<file path="src/rtl/morse_pkg.sv">
// rtl/morse_pkg.sv - character codes, Morse unit constants, FSM state and ROM entry types
package morse_pkg;

  localparam int CODE_SPACE     = 36;
  localparam int CODE_MAX_VALID = 36;

  localparam int DOT        = 1;
  localparam int DASH       = 3;
  localparam int ELEM_GAP   = 1;
  localparam int CHAR_GAP   = 3;
  localparam int WORD_EXTRA = 4;

  typedef enum logic [2:0] {
    S_IDLE,
    S_MARK,
    S_ELEM_GAP,
    S_CHAR_GAP,
    S_WORD_GAP
  } state_t;

  // pattern is left-aligned: pattern[4] is the first element, 1 = dash
  typedef struct packed {
    logic       valid;
    logic [2:0] len;
    logic [4:0] pattern;
  } rom_entry_t;

endpackage

</file>
<file path="src/rtl/morse_rom.sv">
// rtl/morse_rom.sv - combinational International Morse lookup for A..Z and 0..9
module morse_rom
  import morse_pkg::*;
(
  input  logic [5:0] i_char,
  output rom_entry_t o_entry
);

  always_comb begin
    o_entry = '0;
    case (i_char)
      6'd0:  o_entry = {1'b1, 3'd2, 5'b01000};
      6'd1:  o_entry = {1'b1, 3'd4, 5'b10000};
      6'd2:  o_entry = {1'b1, 3'd4, 5'b10100};
      6'd3:  o_entry = {1'b1, 3'd3, 5'b10000};
      6'd4:  o_entry = {1'b1, 3'd1, 5'b00000};
      6'd5:  o_entry = {1'b1, 3'd4, 5'b00100};
      6'd6:  o_entry = {1'b1, 3'd3, 5'b11000};
      6'd7:  o_entry = {1'b1, 3'd4, 5'b00000};
      6'd8:  o_entry = {1'b1, 3'd2, 5'b00000};
      6'd9:  o_entry = {1'b1, 3'd4, 5'b01110};
      6'd10: o_entry = {1'b1, 3'd3, 5'b10100};
      6'd11: o_entry = {1'b1, 3'd4, 5'b01000};
      6'd12: o_entry = {1'b1, 3'd2, 5'b11000};
      6'd13: o_entry = {1'b1, 3'd2, 5'b10000};
      6'd14: o_entry = {1'b1, 3'd3, 5'b11100};
      6'd15: o_entry = {1'b1, 3'd4, 5'b01100};
      6'd16: o_entry = {1'b1, 3'd4, 5'b11010};
      6'd17: o_entry = {1'b1, 3'd3, 5'b01000};
      6'd18: o_entry = {1'b1, 3'd3, 5'b00000};
      6'd19: o_entry = {1'b1, 3'd1, 5'b10000};
      6'd20: o_entry = {1'b1, 3'd3, 5'b00100};
      6'd21: o_entry = {1'b1, 3'd4, 5'b00010};
      6'd22: o_entry = {1'b1, 3'd3, 5'b01100};
      6'd23: o_entry = {1'b1, 3'd4, 5'b10010};
      6'd24: o_entry = {1'b1, 3'd4, 5'b10110};
      6'd25: o_entry = {1'b1, 3'd4, 5'b11000};
      6'd26: o_entry = {1'b1, 3'd5, 5'b11111};
      6'd27: o_entry = {1'b1, 3'd5, 5'b01111};
      6'd28: o_entry = {1'b1, 3'd5, 5'b00111};
      6'd29: o_entry = {1'b1, 3'd5, 5'b00011};
      6'd30: o_entry = {1'b1, 3'd5, 5'b00001};
      6'd31: o_entry = {1'b1, 3'd5, 5'b00000};
      6'd32: o_entry = {1'b1, 3'd5, 5'b10000};
      6'd33: o_entry = {1'b1, 3'd5, 5'b11000};
      6'd34: o_entry = {1'b1, 3'd5, 5'b11100};
      6'd35: o_entry = {1'b1, 3'd5, 5'b11110};
      default: o_entry = '0;
    endcase
  end

endmodule

</file>
<file path="src/rtl/morse_tx.sv">
// rtl/morse_tx.sv - Morse keyer: one character per handshake, registered key/busy/err/ready
// Optional sidetone output tone_out enabled by MORSE_TX_SIDETONE_EN.
module morse_tx
  import morse_pkg::*;
#(
  parameter int DOT_CYCLES = 10,
  parameter int TONE_DIV   = 50
) (
  input  logic       clk,
  input  logic       rst,
  input  logic [5:0] char_in,
  input  logic       char_valid,
  output logic       char_ready,
  output logic       key_out,
  output logic       busy,
  output logic       err
`ifdef MORSE_TX_SIDETONE_EN
  ,
  output logic       tone_out
`endif
);

  localparam int CW = $clog2(4 * DOT_CYCLES);
  localparam logic [CW-1:0] N_DOT  = CW'(DOT * DOT_CYCLES - 1);
  localparam logic [CW-1:0] N_DASH = CW'(DASH * DOT_CYCLES - 1);
  localparam logic [CW-1:0] N_ELEM = CW'(ELEM_GAP * DOT_CYCLES - 1);
  localparam logic [CW-1:0] N_CHAR = CW'(CHAR_GAP * DOT_CYCLES - 1);
  // The IDLE/handshake cycle after the word gap completes the 4-unit pause.
  localparam logic [CW-1:0] N_WORD = CW'(WORD_EXTRA * DOT_CYCLES - 2);

  state_t        r_state;
  logic [CW-1:0] r_cnt;
  logic [2:0]    r_idx;
  logic [2:0]    r_len;
  logic [4:0]    r_pat;
  logic          r_ready;
  logic          r_key;
  logic          r_busy;
  logic          r_err;

  state_t        w_next;
  logic [CW-1:0] w_cnt_d;
  logic [2:0]    w_idx_d;
  logic [2:0]    w_len_d;
  logic [4:0]    w_pat_d;
  logic          w_err_d;
  logic          w_hs;
  rom_entry_t    w_rom;

  morse_rom u_rom (
    .i_char  (char_in),
    .o_entry (w_rom)
  );

  assign w_hs = char_valid & r_ready;

  always_comb begin
    w_next  = r_state;
    w_cnt_d = r_cnt;
    w_idx_d = r_idx;
    w_len_d = r_len;
    w_pat_d = r_pat;
    w_err_d = 1'b0;
    case (r_state)
      S_IDLE: begin
        if (w_hs) begin
          if (w_rom.valid) begin
            w_next  = S_MARK;
            w_pat_d = w_rom.pattern;
            w_len_d = w_rom.len;
            w_idx_d = 3'd0;
            w_cnt_d = w_rom.pattern[4] ? N_DASH : N_DOT;
          end else if (char_in > 6'(CODE_MAX_VALID)) begin
            w_err_d = 1'b1;
          end else begin
            w_next  = S_WORD_GAP;
            w_cnt_d = N_WORD;
          end
        end
      end
      S_MARK: begin
        if (r_cnt == '0) begin
          if (r_idx == r_len - 3'd1) begin
            w_next  = S_CHAR_GAP;
            w_cnt_d = N_CHAR;
          end else begin
            w_next  = S_ELEM_GAP;
            w_cnt_d = N_ELEM;
            w_idx_d = r_idx + 3'd1;
          end
        end else begin
          w_cnt_d = r_cnt - CW'(1);
        end
      end
      S_ELEM_GAP: begin
        if (r_cnt == '0) begin
          w_next  = S_MARK;
          w_cnt_d = r_pat[3'd4 - r_idx] ? N_DASH : N_DOT;
        end else begin
          w_cnt_d = r_cnt - CW'(1);
        end
      end
      S_CHAR_GAP, S_WORD_GAP: begin
        if (r_cnt == '0) begin
          w_next = S_IDLE;
        end else begin
          w_cnt_d = r_cnt - CW'(1);
        end
      end
      default: w_next = S_IDLE;
    endcase
  end

  always_ff @(posedge clk) begin
    if (rst) begin
      r_state <= S_IDLE;
      r_cnt   <= '0;
      r_idx   <= '0;
      r_len   <= '0;
      r_pat   <= '0;
      r_ready <= 1'b0;
      r_key   <= 1'b0;
      r_busy  <= 1'b0;
      r_err   <= 1'b0;
    end else begin
      r_state <= w_next;
      r_cnt   <= w_cnt_d;
      r_idx   <= w_idx_d;
      r_len   <= w_len_d;
      r_pat   <= w_pat_d;
      r_ready <= (w_next == S_IDLE);
      r_key   <= (w_next == S_MARK);
      r_busy  <= (w_next != S_IDLE);
      r_err   <= w_err_d;
    end
  end

  assign char_ready = r_ready;
  assign key_out    = r_key;
  assign busy       = r_busy;
  assign err        = r_err;

`ifdef MORSE_TX_SIDETONE_EN
  localparam int TW = (TONE_DIV > 1) ? $clog2(TONE_DIV) : 1;

  logic [TW-1:0] r_tone_cnt;
  logic          r_tone;
  logic          w_key_d;

  assign w_key_d = (w_next == S_MARK);

  // Restart the divider on each mark so every mark begins with tone low.
  always_ff @(posedge clk) begin
    if (rst || !w_key_d || !r_key) begin
      r_tone_cnt <= '0;
      r_tone     <= 1'b0;
    end else if (r_tone_cnt == TW'(TONE_DIV - 1)) begin
      r_tone_cnt <= '0;
      r_tone     <= ~r_tone;
    end else begin
      r_tone_cnt <= r_tone_cnt + TW'(1);
    end
  end

  assign tone_out = r_tone;
`endif

endmodule

</file>
<file path="config.mk">
export PLATFORM = sky130hd
export DESIGN_NAME = morse_tx
export DESIGN_NICKNAME = d
export VERILOG_FILES = /design/src/rtl/morse_pkg.sv /design/src/rtl/morse_rom.sv /design/src/rtl/morse_tx.sv
export SDC_FILE = /design/constraint.sdc
export NUM_CORES = 1
export LEC_CHECK = 0
export BUFFER_PORTS_ARGS = -buffer_cell sky130_fd_sc_hd__buf_4
export CAP_MARGIN = 40
export CORE_MARGIN = 10
export CORE_UTILIZATION = 25
export DETAILED_ROUTE_END_ITERATION = 6
export SYNTH_ARGS = -nofsm -noshare
export SYNTH_HDL_FRONTEND = slang
export SYNTH_SLANG_ARGS = --single-unit
export TNS_END_PERCENT = 20
</file>
<file path="constraint.sdc">
create_clock -name clk -period 3.1 [get_ports clk]
set_input_delay 0.775 -clock clk [delete_from_list [all_inputs] [get_ports clk]]
set_output_delay 0.775 -clock clk [all_outputs]
set_load 0.05 [all_outputs]
</file>
==> results of run 1 <==
[per-stage QoR]
| step | util | setup WS, ns | power, mW | instance area [um2] | cells |
|---|---|---|---|---|---|
| after global routing | 0.2897 | 0.6346 | 1.158 | 2273 | 354 |
| final | 0.2897 | 0.7257 | 1.095 | 2273 | 354 |
| after global placement | 0.2827 | 0.5422 | 0.8687 | 2218 | 350 |
| after floorplan | - | 0.7556 | 0.7652 | 2047 | 248 |
| after CTS | 0.2897 | 0.7510 | 1.088 | 2273 | 354 |
| after detailed placement | 0.2827 | 0.4712 | 0.8685 | 2218 | 350 |
[logic make-up (layout without fill, tap and decap cells)]
group	count (synthesis)	after routing	share of synthesized area
and+or+nand+nor	83	83	0.2304
xor gates and xnor gates	7	7	0.03667
adders and majority gates	10	10	0.06112
buffers and inverters	35	39	0.07213
DFF	24	24	0.2347
muxes	13	13	0.07824
AOI/OAI and AO/OA	76	76	0.2867
[path summary, 6_finish.rpt]
kind,to,from,cells past startpoint,slack [ns]
max reg2reg,r_cnt[4],r_cnt[0],7,0.77
max,r_cnt[2],char_in[1],8,0.73
min reg2reg,r_len[1],r_len[1],2,0.46
min,r_len[1],r_len[1],2,0.46
[power by group]
group | switching, mW | total [mW] | internal, mW
clock network | 0.108 | 0.221 | 0.114
registers | 0.0389 | 0.380 | 0.341
logic | 0.299 | 0.494 | 0.195
total | 0.446 | 1.10 | 0.649
[layout make-up]
cell class,instances,area (um2),area share
Tap cell,102,127.6,0.05614
Multi-Input combinational cell,189,1419,0.6241
Clock buffer,4,55.05,0.02422
Inverter,19,71.32,0.03137
Timing Repair Buffer,16,120.1,0.05283
Sequential cell,24,480.5,0.2113
[per-layer routing]
layer / track usage / wire, um / vias up / part of all wire
met1: 0.1140 / 2628 / 928 / 0.49
li1: - / - / 932 / -
met5: 0 / 0 / - / 0
met3: 0.007563 / 241 / 8 / 0.045
met4: 0.03195 / 93 / 0 / 0.017
met2: 0.1287 / 2370 / 72 / 0.44
[critical path, stage by stage]
cell      delay, ns
buf_4          0.14
inv_1          0.20
ha_1           0.28
and4bb_2       0.26
nand2_1        0.11
o221a_4        0.32
a221o_2        0.39
o32ai_2        0.08
[state kept, by name (all words and copies together) (netlist names)]
register and count:
busy 1, char_ready 1, err 1, key_out 1
r_cnt 6, r_idx 3, r_len 3, r_pat 5
r_state 3
[cell usage in the layout (no fill, tap or decap), drive strengths merged, types with 2 or more instances in the layout]
cell type / synthesis / routed
o211ai: 4 / 4
o2111ai: 2 / 2
clkbuf: 10 / 4
mux2i: 7 / 7
a31oi: 5 / 5
xor2: 4 / 4
dfxtp: 24 / 24
o31a: 3 / 3
a211oi: 3 / 3
nor3: 11 / 11
o31ai: 4 / 4
nor3b: 3 / 3
o311ai: 2 / 2
a22oi: 2 / 2
o311a: 3 / 3
ha: 10 / 10
nand3: 6 / 6
nor4b: 4 / 4
nor2b: 3 / 3
inv: 19 / 19
nand2: 21 / 21
nor4: 3 / 3
o32ai: 3 / 3
a21oi: 18 / 18
mux4: 2 / 2
nand2b: 3 / 3
o21ai: 16 / 16
buf: 6 / 16
xnor2: 2 / 2
nand4: 3 / 3
mux2: 4 / 4
and2: 2 / 2
nor2: 17 / 17
==> metrics.csv, run 1 <==
metric;value;unit
GRT Total Usage;0.08271;
router iterations before antenna repair;4;
Mapped Nets;267;
WP data required;3.29;ns
Vias/cell;5.480;
Synth Register Bits;24;
worst-case vdd ir drop;146.5;uV
hold slack;0.4602;ns
Post-synth EDFFs;0;
DP HPWL;3923;um
dominant cells by area after synthesis;dfxtp_1 23%, ha_1 6.1%, a21oi_1 4.2%;
crit path DAT;2.57;ns
Detail Route Antenna Nets;0;
status;finished clean;
Die Wd;110.5;um
Clock Sink Count;24;
MaxCap Viol Count;0;
CTS max path bufs;2;
CTS tree;built;
gp weighted congestion;0.8914;
clk root buf;clkbuf_8;
Worst Skew;0.009077;ns
setup tns final;0;ns
final global-route overflow total;0;
Max FO, Critical Path;8;
Vias;1940;
final setup violation count;0;
Post-synth top flop;dfxtp_1;
post-synthesis cell type count;65;
Starting DRT DRC Count;141;
IO Pins;13;
top-count cell post-synth;dfxtp_1;
sequential share of the synthesized area;0.2347;
P_leak;0.8100;nW
H-Tree Depth;1;
port bufs;12;
postcts setup bufs;0;
Resize count post-CTS;0;
Slew @ Worst Pin;0.6125;ns
Cell Area, Synth;0.002047;mm2
routed length per instance;15.06;um
starting density of the core;0.2608;
# DRC;0;
vias in the first global route;1823;
CTS buffer count;3;
crit path kind;input port to flop;
FFs w/ async S/R, synth;0;
Fill cells;876;
endpoint class of the critical path;flop;
Final Cycle Share;0.7659;
syn avg cell area;8.254;um2
hold_buf cts;0;
nets;272;
largest net degree at the start of global routing;26;
synth warn;0;
cells after synthesis;248;
area grow syn2layout;11.06;%
final hold viol count;0;
DRT Wirelength;5333;um
Max transition margin;0.5911;
RSZ-0062 raised after global routing;no;
power per cell area;481.7;mW/mm2
clock-pin slew on the worst setup and hold paths;0.10;ns
ANT cells;0;
Critical Path Start Type;input port;
Synth area leader;dfxtp_1;
Die Span Y;110.5;um
Hold Path Class;flop to flop;
fin crit period;2.374;ns
most frequent cells after synthesis;24 x dfxtp_1, 20 x nand2_1, 19 x inv_1;
antenna violations before repair;0;
clock latency on the worst-skew pair;0.27;ns
share of the synthesized area in the top cell type;0.2347;
die area;0.01221;mm2
share of cells above drive strength 1;0.1825;
Core Area;0.007848;mm2
Max Clk Rate;421.2;MHz
first-pass GRT wire length;8983;um
Pins Over Slew Limit;0;
row count;32;
Note: power is estimated with default switching activity, not from simulation.
==> run 2, diff against run 1 <==
==> constraint.sdc (replaced) <==
create_clock -name clk -period 1.9 [get_ports clk]
set_input_delay 0.475 -clock clk [delete_from_list [all_inputs] [get_ports clk]]
set_output_delay 0.475 -clock clk [all_outputs]
set_load 0.05 [all_outputs]
==> run 2 against run 1 <==
Against the previous run: the run now ends with negative setup slack left; die area is the same; critical path depth is the same; non-clock buffer count grew 52; count of clock-buffer cells in the layout is the same; flip-flop and latch count is the same; largest power group unchanged.
==> metrics.csv, run 2 (synthesis gave the netlist of run 1 again) <==
metric;value;unit;change
status;finished, violations left;;
failing checks;negative setup slack;;
clock-pin slew on the worst setup and hold paths;0.09;ns;about the same
GRT Total Usage;0.08934;;+0.006622
Max FO, Critical Path;4;;-4
clock latency on the worst-skew pair;0.27;ns;about the same
Hold Path Class;flop to flop;;
largest net degree at the start of global routing;23;;-12%
share of cells above drive strength 1;0.3684;;+0.1859
WP data required;2.09;ns;-1.20 ns
router iterations before antenna repair;4;;unchanged
area grow syn2layout;34.05;%;
H-Tree Depth;1;;unchanged
Clock Sink Count;24;;unchanged
placed insts;400;;+14%
CTS buffer count;3;;unchanged
antenna violations before repair;0;;unchanged
vias in the first global route;1972;;+8.2%
starting density of the core;0.2608;;unchanged
final hold viol count;0;;unchanged
Detail Route Antenna Nets;0;;unchanged
routed length per instance;13.84;um;-8.1%
die area;0.01221;mm2;unchanged
Top Registers;r_cnt x6, r_pat x5;;
Largest register FFs;6;;unchanged
Die Wd;110.5;um;unchanged
crit path kind;flop to flop;;
fin crit period;2.012;ns;
Pins Over Slew Limit;0;;unchanged
hold_buf cts;0;;unchanged
commonest non-fill, non-tap cell in the layout;buf_4;;
Core Area;0.007848;mm2;unchanged
first-pass GRT wire length;9528;um;+6.1%
power consumption;2.074;mW;+89%
most frequent cells in the layout;67 x buf_4, 23 x dfxtp_1, 20 x nand2_1, 16 x inv_1, 16 x a21oi_1;;
Starting DRT DRC Count;120;;-15%
endpoint class of the critical path;flop;;
Critical Path Start Type;flop;;
final global-route overflow total;0;;unchanged
port bufs;12;;unchanged
Fill cells;836;;-4.6%
final core utilization;0.3496;;+0.05995
final std cells w/o fill;406;;+15%
CTS tree;built;;
Die Span Y;110.5;um;unchanged
Vias;2077;;+7.1%
worst setup margin;-0.1121;ns;-0.8379 ns
row count;32;;unchanged
Slew @ Worst Pin;0.4073;ns;-0.2052 ns
IO Pins;13;;unchanged
crit path DAT;2.20;ns;-0.37 ns
# DRC;0;;unchanged
Final Cycle Share;1.059;;
RSZ-0062 raised after global routing;yes;;
DP HPWL;4464;um;+14%
Max transition margin;0.7275;;+0.1364
Worst Skew;0.003718;ns;-0.005359 ns
clk root buf;clkbuf_8;;
MaxCap Viol Count;0;;unchanged
DRT Wirelength;5618;um;+5.3%
nets;324;;+19%
CTS max path bufs;2;;unchanged
gp weighted congestion;0.8703;;-2.4%
power per cell area;755.9;mW/mm2;+57%
P_leak;1.072;nW;+32%
final setup violation count;10;;+10
Vias/cell;5.116;;-6.7%
ANT cells;0;;unchanged
Most flops, register;r_cnt;;
worst-case vdd ir drop;324.8;uV;+120%
Max Clk Rate;497.0;MHz;
==> run 2: through the flow <==
stage	cell area [um2]	hold slack [ns]	setup slack, ns	setup TNS, ns
3_5_place_dp	2640	0.4681	-0.2421	-1.885
2_1_floorplan	2081	0.4363	-0.05465	-0.1584
3_3_place_gp	2640	0.4453	-0.2035	-1.436
6_report	2744	0.4785	-0.1121	-0.6683
4_1_cts	2728	0.4805	-0.1147	-0.7386
5_1_grt	2744	0.5041	-0.1923	-1.760
==> run 2: repair_timing <==
| item | in CTS | in global routing |
|---|---|---|
| setup endpoints to repair | 13 | 15 |
| setup buffers | 2 | 0 |
| pin swaps | 2 | 2 |
| gates resized for setup | 5 | 4 |
| gates cloned | 0 | 0 |
==> run 2: path summary, 6_finish.rpt <==
path / from / end / slack, ns / cells after the start
max: r_cnt[0] / r_cnt[2] / -0.11 / 8
min reg2reg: r_len[1] / r_len[1] / 0.48 / 2
min: r_len[1] / r_len[1] / 0.48 / 2
max reg2reg: r_cnt[0] / r_cnt[2] / -0.11 / 8
==> run 2: routing by layer <==
layer  GRT usage  vias up  part of all wire
li1            -     1046                 -
met1      0.1232      971              0.50
met2      0.1373       52              0.45
met3    0.004862        8             0.029
met4     0.04318        0             0.023
met5           0        -                 0
==> run 2: report_power, final <==
| group | switching [mW] | internal (mW) |
|---|---|---|
| Sequential | 0.0417 | 0.557 |
| Clock | 0.170 | 0.185 |
| Combinational | 0.571 | 0.550 |
==> run 2: cell type report <==
| class | count | area (um2) | area share |
|---|---|---|---|
| clock buffer | 4 | 55.05 | 0.02006 |
| multi-input combinational | 189 | 1481 | 0.5399 |
| sequential | 24 | 481.7 | 0.1756 |
| inverter | 19 | 75.07 | 0.02736 |
| tap | 102 | 127.6 | 0.04651 |
| timing repair buffer | 68 | 523.0 | 0.1906 |
==> run 2: critical path, stage by stage, from the launching register on <==
cell	delay [ns]
dfxtp_2	0.33
inv_2	0.07
ha_4	0.14
or4b_4	0.51
o31ai_4	0.23
o221a_4	0.25
buf_12	0.11
nand2_4	0.07
o32ai_2	0.20
